`src/rtl/pipeline_ctrl_pkg.sv`:
```
// Shared definitions for the pipeline hazard controller and the execute-stage operand mux.
// Latency: n/a (types, constants and a pure helper function only).
// Backpressure: n/a.
package pipeline_ctrl_pkg;

   // Register-file address width (x0..x31)
   localparam int REG_AW = 5;

   // Controller states
   typedef enum logic [0:0] {
      ST_RUN      = 1'b0,
      ST_MDU_WAIT = 1'b1
   } state_t;

   // Operand source select encodings, also decoded by the EX operand mux
   localparam logic [1:0] FWD_REG = 2'b00;
   localparam logic [1:0] FWD_EX  = 2'b01;
   localparam logic [1:0] FWD_MEM = 2'b10;

   // A producer hits a source operand when it writes the same, non-zero register
   function automatic logic reg_hit(
      input logic [REG_AW-1:0] rs_addr,
      input logic [REG_AW-1:0] rd_addr,
      input logic              rd_write
   );
      return rd_write && (rs_addr == rd_addr) && (rs_addr != '0);
   endfunction

endpackage

```
`src/rtl/pipeline_ctrl_forward_sel.sv`:
```
// Operand forwarding select for one EX-stage ALU operand.
// Latency: zero, purely combinational.
// Backpressure: none; follows the pipeline registers it observes.
module pipeline_ctrl_forward_sel
   import pipeline_ctrl_pkg::*;
(
   input  logic [REG_AW-1:0] i_rs_addr,
   input  logic [REG_AW-1:0] i_ex_dstreg_addr,
   input  logic              i_ex_write_reg,
   input  logic              i_ex_is_load,
   input  logic [REG_AW-1:0] i_mem_dstreg_addr,
   input  logic              i_mem_write_reg,
   output logic [1:0]        o_sel
);

   // Youngest producer wins; a load in EX has no data yet, so it cannot forward
   always_comb begin
      o_sel = FWD_REG;
      if (reg_hit(i_rs_addr, i_ex_dstreg_addr, i_ex_write_reg) && !i_ex_is_load) begin
         o_sel = FWD_EX;
      end else if (reg_hit(i_rs_addr, i_mem_dstreg_addr, i_mem_write_reg)) begin
         o_sel = FWD_MEM;
      end
   end

endmodule

```
`src/rtl/pipeline_ctrl.sv`:
```
// Hazard/sequencing control for the 5-stage core: forwarding, load-use bubbles, branch flush, MDU hold.
// Latency: all controls combinational (same cycle); MDU wait state and counters are registered.
// Backpressure: holds IF/ID (and ID/EX during MUL/DIV) until the hazard clears or mdu_done arrives.
module pipeline_ctrl
   import pipeline_ctrl_pkg::*;
#(
   parameter int MDU_MAX_CYCLES = 34,
   parameter int CNT_W          = 32
) (
   input  logic              i_clk,
   input  logic              i_rst_n,
   input  logic [REG_AW-1:0] i_id_rs1_addr,
   input  logic [REG_AW-1:0] i_id_rs2_addr,
   input  logic              i_id_uses_rs1,
   input  logic              i_id_uses_rs2,
   input  logic [REG_AW-1:0] i_ex_dstreg_addr,
   input  logic              i_ex_write_reg,
   input  logic              i_ex_is_load,
   input  logic              i_ex_mdu_op,
   input  logic              i_ex_branch_taken,
   input  logic [REG_AW-1:0] i_mem_dstreg_addr,
   input  logic              i_mem_write_reg,
   input  logic              i_mdu_done,
   output logic [1:0]        o_fwd_a_sel,
   output logic [1:0]        o_fwd_b_sel,
   output logic              o_stall_if,
   output logic              o_stall_id,
   output logic              o_stall_ex,
   output logic              o_flush_id,
   output logic              o_flush_ex,
   output logic              o_mdu_start,
   output logic              o_mdu_timeout,
   output logic [CNT_W-1:0]  o_stall_cycles
);

   // Wait counter only needs to reach MDU_MAX_CYCLES, where it saturates
   localparam int              WC_W   = $clog2(MDU_MAX_CYCLES + 1);
   localparam logic [WC_W-1:0] WC_MAX = WC_W'(MDU_MAX_CYCLES);
   localparam logic [WC_W-1:0] WC_ONE = WC_W'(1);

   state_t           r_state;
   logic [WC_W-1:0]  r_wait_cnt;
   logic             r_timeout;
   logic [CNT_W-1:0] r_stall_cnt;

   logic            w_run;
   logic            w_load_use;
   logic            w_branch;
   logic            w_start;
   logic            w_lu_bubble;
   logic            w_wait_hold;
   logic [WC_W-1:0] w_cnt_inc;

   pipeline_ctrl_forward_sel u_fwd_a (
      .i_rs_addr         (i_id_rs1_addr),
      .i_ex_dstreg_addr  (i_ex_dstreg_addr),
      .i_ex_write_reg    (i_ex_write_reg),
      .i_ex_is_load      (i_ex_is_load),
      .i_mem_dstreg_addr (i_mem_dstreg_addr),
      .i_mem_write_reg   (i_mem_write_reg),
      .o_sel             (o_fwd_a_sel)
   );

   pipeline_ctrl_forward_sel u_fwd_b (
      .i_rs_addr         (i_id_rs2_addr),
      .i_ex_dstreg_addr  (i_ex_dstreg_addr),
      .i_ex_write_reg    (i_ex_write_reg),
      .i_ex_is_load      (i_ex_is_load),
      .i_mem_dstreg_addr (i_mem_dstreg_addr),
      .i_mem_write_reg   (i_mem_write_reg),
      .o_sel             (o_fwd_b_sel)
   );

   // Hazard decode with RUN-state priority branch > MDU > load-use
   always_comb begin
      w_run       = (r_state == ST_RUN);
      w_load_use  = i_ex_is_load && i_ex_write_reg && (i_ex_dstreg_addr != '0) &&
                    ((i_id_uses_rs1 && (i_id_rs1_addr == i_ex_dstreg_addr)) ||
                     (i_id_uses_rs2 && (i_id_rs2_addr == i_ex_dstreg_addr)));
      w_branch    = w_run && i_ex_branch_taken;
      w_start     = w_run && !i_ex_branch_taken && i_ex_mdu_op;
      w_lu_bubble = w_run && !i_ex_branch_taken && !i_ex_mdu_op && w_load_use;
      // mdu_done releases the hold in the very cycle it arrives
      w_wait_hold = (r_state == ST_MDU_WAIT) && !i_mdu_done;
      w_cnt_inc   = (r_wait_cnt == WC_MAX) ? r_wait_cnt : r_wait_cnt + WC_ONE;
   end

   // Controls are gated by reset so they drop immediately, even with an MDU op still in EX
   always_comb begin
      o_stall_if     = i_rst_n && (w_start || w_wait_hold || w_lu_bubble);
      o_stall_id     = i_rst_n && (w_start || w_wait_hold || w_lu_bubble);
      o_stall_ex     = i_rst_n && (w_start || w_wait_hold);
      o_flush_id     = i_rst_n && w_branch;
      o_flush_ex     = i_rst_n && (w_branch || w_lu_bubble);
      o_mdu_start    = i_rst_n && w_start;
      o_mdu_timeout  = r_timeout;
      o_stall_cycles = r_stall_cnt;
   end

   // RUN/MDU_WAIT sequencing with saturating wait counter and sticky timeout
   always_ff @(posedge i_clk or negedge i_rst_n) begin
      if (!i_rst_n) begin
         r_state    <= ST_RUN;
         r_wait_cnt <= '0;
         r_timeout  <= 1'b0;
      end else begin
         case (r_state)
            ST_RUN: begin
               if (w_start) begin
                  r_state    <= ST_MDU_WAIT;
                  r_wait_cnt <= WC_ONE;
                  if (WC_ONE >= WC_MAX) begin
                     r_timeout <= 1'b1;
                  end
               end
            end
            ST_MDU_WAIT: begin
               if (i_mdu_done) begin
                  r_state    <= ST_RUN;
                  r_wait_cnt <= '0;
               end else begin
                  r_wait_cnt <= w_cnt_inc;
                  if (w_cnt_inc == WC_MAX) begin
                     r_timeout <= 1'b1;
                  end
               end
            end
            default: begin
               r_state    <= ST_RUN;
               r_wait_cnt <= '0;
            end
         endcase
      end
   end

   // Performance counter of PC-hold cycles, wraps naturally
   always_ff @(posedge i_clk or negedge i_rst_n) begin
      if (!i_rst_n) begin
         r_stall_cnt <= '0;
      end else if (o_stall_if) begin
         r_stall_cnt <= r_stall_cnt + {{(CNT_W-1){1'b0}}, 1'b1};
      end
   end

endmodule

```
`config.mk`:
```
export PLATFORM = sky130hd
export DESIGN_NAME = pipeline_ctrl
export DESIGN_NICKNAME = d
export VERILOG_FILES = /design/src/rtl/pipeline_ctrl_pkg.sv /design/src/rtl/pipeline_ctrl_forward_sel.sv /design/src/rtl/pipeline_ctrl.sv
export SDC_FILE = /design/constraint.sdc
export NUM_CORES = 1
export LEC_CHECK = 0
export BUFFER_PORTS_ARGS = -buffer_cell sky130_fd_sc_hd__clkbuf_2
export CELL_PAD_IN_SITES_DETAIL_PLACEMENT = 0
export CELL_PAD_IN_SITES_GLOBAL_PLACEMENT = 1
export CORE_MARGIN = 3
export CORE_UTILIZATION = 42
export CTS_CLUSTER_SIZE = 12
export DETAILED_ROUTE_END_ITERATION = 6
export MAX_ROUTING_LAYER = met4
export PLACE_DENSITY = 0.95
export SETUP_SLACK_MARGIN = 0.02
export SYNTH_ARGS = -nofsm -noshare
export SYNTH_HDL_FRONTEND = slang
export SYNTH_SLANG_ARGS = --single-unit
```
`constraint.sdc`:
```
create_clock -name i_clk -period 4.7 [get_ports i_clk]
set_input_delay 0.47 -clock i_clk [delete_from_list [all_inputs] [get_ports i_clk]]
set_output_delay 0.47 -clock i_clk [all_outputs]
set_load 0.02 [all_outputs]
```
==> results_dict.tcl <==
set metrics [dict create \
    number_of_buffers_between_clock_root_and_the_deepest_sink 2 \
    post_drt_via_cell_ratio 5.128 \
    cts_root_buffer "clkbuf_8" \
    crit_share_post_route_pct 54.80 \
    ys_ff_latch 40 \
    n_antenna_cell 0 \
    postSynthAreaPerCell_um2 9.765 \
    first_pass_iters 4 \
    detail-route-antenna-nets 0 \
    fp.dieH_um 82.40 \
    worst_ep_required_time_ns 4.23 \
    route.vias.total 2036 \
    grt_start_max_net_pins 48 \
    cp-end-kind "output port" \
    cts-buffers-inserted 5 \
    grt_remaining_overflow 0 \
    power_uw 892.7 \
    setup_violations 0 \
    critical_path_arrival_ns 2.11 \
    globalplace.congestion 0.8252 \
    max_slew.worst_pin.slew_ns 0.6739 \
    die-area_um2 6789 \
    post_cts.repair.setup_buffers 0 \
    leakage_nw 1.483 \
    synth_commonest_cells "dfrtp_1 (40), xor2_1 (31), xnor2_1 (24)" \
    power_per_cell_area_nw_per_um2 300.5 \
    fmaxAchievable_ghz 0.3882 \
    worst_skew_pair.late_latency_ns 0.28 \
    cts_tree "built" \
    antenna_violations_before_repair 0 \
    rsz0062_at_grt "no" \
    grt_pass1_wl_um 8845 \
    clkSlewWorstSetupHoldPaths_ns 0.07 \
    dp_hpwl_um 4374 \
    via_count_of_the_first_global_routing_pass 1849 \
    crit_path_max_incr_delay_ns 0.54 \
    finalCriticalPeriod_ns 2.576 \
    crit_path_start_kind "primary input" \
    synthMostInstantiatedCell "dfrtp_1" \
    reg2reg_from "r_state" \
    post_route_worst_hold_slack_ns 0.2751 \
    ir_worst_vdd_uv 278.9 \
    number_of_clock_sinks 40 \
    ctsHtreeMaxLevel 2 \
    critical_path_peak_fanout 10 \
    core_area_um2 5574 \
    cell_with_the_biggest_individual_delay_on_the_critical_path "or4_4" \
    finalMaxSlewViolations 0 \
    ctsHoldBuffers 0 \
    nNetsFinal 357 \
    critical_path.most_common_cell "clkbuf_2" \
    remaining_drcs 0 \
    finalWorstSetupSlack_ns 2.124 \
    dp_worst_setup_slack_ns 2.104 \
    yosysTopAreaCell "dfrtp_1" \
    run_status "finished clean" \
    detailedRoute.firstIterationViolations 48 \
    synth.net_count 284 \
    globalRouteMet1Util_pct 23.51 \
    worstPathBufferInverterCount 3 \
    groute.usage.overall_pct 17.35 \
    start_util_pct 43.97 \
    grt.busiest_layer "met2" \
    num_io_pins 73 \
    synthCells 251 \
    fin_setup_tns_ns 0 \
    groute.layer.met2.usage_pct 27.32 \
    slew-limit-headroom_pct 55.07 \
    ff2ff_setup_slack_ns 2.49 \
    fp.dieW_um 82.40 \
    synth_enable_flop_cells 0 \
    hold_path_class "in -> async" \
    routed_wirelength_um 5557 \
    yosysUniqueCellTypes 49 \
    synth.cell_area_um2 2451 \
    netlist_top_cells_area "dfrtp_1 (41%), xor2_1 (11%), xnor2_1 (8.6%), nand2_1 (3.4%), nand3_1 (3.3%)" \
    cp_cell_sequence "clkbuf_2, or4_4, o211a_4, a21oi_4, nand2b_4, inv_1, clkbuf_2" \
    drive_above_1_share_pct 30.77 \
    startpoint "i_ex_dstreg_addr[1]" \
    path_type_of_the_worst_setup_path "in -> out" \
    hold_viol 0 \
    placementRows 27 \
    synth_async_sr_flop_share_pct 100.0 \
    synth_ff_type "dfrtp_1" \
    placement.io_buffers 72 \
    grt_util_met3_pct 2.928 \
    number_of_max_capacitance_violations_reported 0 \
    area.growth.synth_to_final_pct 21.18 \
    proportion_of_synthesized_chip_area_in_sequential_cells_pct 40.84 \
    yosys_warnings 0 \
    timing.critical_path.max_delay_family "simple AND/OR/NAND/NOR gates" \
    skew_ns 0.003707 \
    post_cts_resize_count 0 \
    n_fill_cell 523 \
    netlist.area_leader.share_pct 40.84 \
    wire_per_inst_um 14.00 \
]
[final cells by class]
| class | instances | area, um2 | share of cell area, % |
|---|---|---|---|
| clock buffer | 6 | 72.57 | 2.443 |
| clock inverter | 2 | 35.03 | 1.179 |
| inverter | 9 | 33.78 | 1.137 |
| multi-input combinational | 195 | 1370 | 46.12 |
| sequential | 40 | 1001 | 33.70 |
| tap | 72 | 90.09 | 3.033 |
| timing repair buffer | 73 | 367.9 | 12.38 |
[per-layer routing]
layer  vias to the layer above  share of wire [%]
met1                       973                 45
met3                         7                3.5
met2                        39                 50
met5                         -                  0
met4                         0                1.4
li1                       1017                  -
[registers in the layout, indices dropped and copies added (netlist names)]
register / cells
r_state: 1
r_wait_cnt: 6
o_mdu_timeout: 1
o_stall_cycles: 32
[worst reg2reg max path: cells and delay by family (launching register included)]
kind | cells | cell delay (ns)
simple gates | 4 | 0.94
compound gates | 1 | 0.51
flops | 1 | 0.46
xor+xnor | 1 | 0.17
[per-stage QoR]
step | util [%] | instances | instance area, um2
floorplan | - | 251 | 2451
global placement | 51.36 | 389 | 2863
detailed placement | 51.36 | 389 | 2863
CTS | 53.29 | 397 | 2970
global route | 53.29 | 397 | 2970
finish | 53.29 | 397 | 2970
[placed cells by master, fill, tap and decap left out, types with 2 or more instances in the layout]
cell,n
nand4_2,2
or4_1,2
ha_1,3
nor4_2,3
dfrtp_1,40
nor4_1,7
clkbuf_8,5
nand3_1,16
o21ai_0,8
a21oi_1,3
nor3_1,10
xnor2_1,24
and3_1,3
a31o_2,2
and2_1,3
clkbuf_2,72
xor2_1,31
or3_1,2
nor3b_1,3
nor2_1,20
nand4_1,6
inv_1,9
nand2_1,22
nor3_2,2
[power by group]
part           total [mW]  internal [mW]  switching, mW
combinational       0.205         0.0830          0.122
sequential          0.417          0.374         0.0429
clock               0.271          0.158          0.113
total               0.893          0.615          0.278
[cell families (layout without fill, tap and decap cells)]
family          after synthesis  after routing  share of synthesized area, %
compound gates               22             22                         6.739
xor+xnor                     55             55                         19.65
fa+ha+maj                     3              3                         1.532
buf+inv                      16             90                         3.267
flops                        40             40                         40.84
mux                           1              1                        0.6124
simple gates                114            114                         27.36
[worst paths after layout]
path,end,cells past startpoint
worst max-delay path,o_stall_if,7
worst min-delay path,r_wait_cnt[3],2
worst max register to register,o_stall_cycles[28],6
worst min register to register,o_mdu_timeout,1
max in group asynchronous,o_stall_cycles[1],2
min in group i_clk,o_mdu_timeout,1
Note: power is estimated with default switching activity, not from simulation.
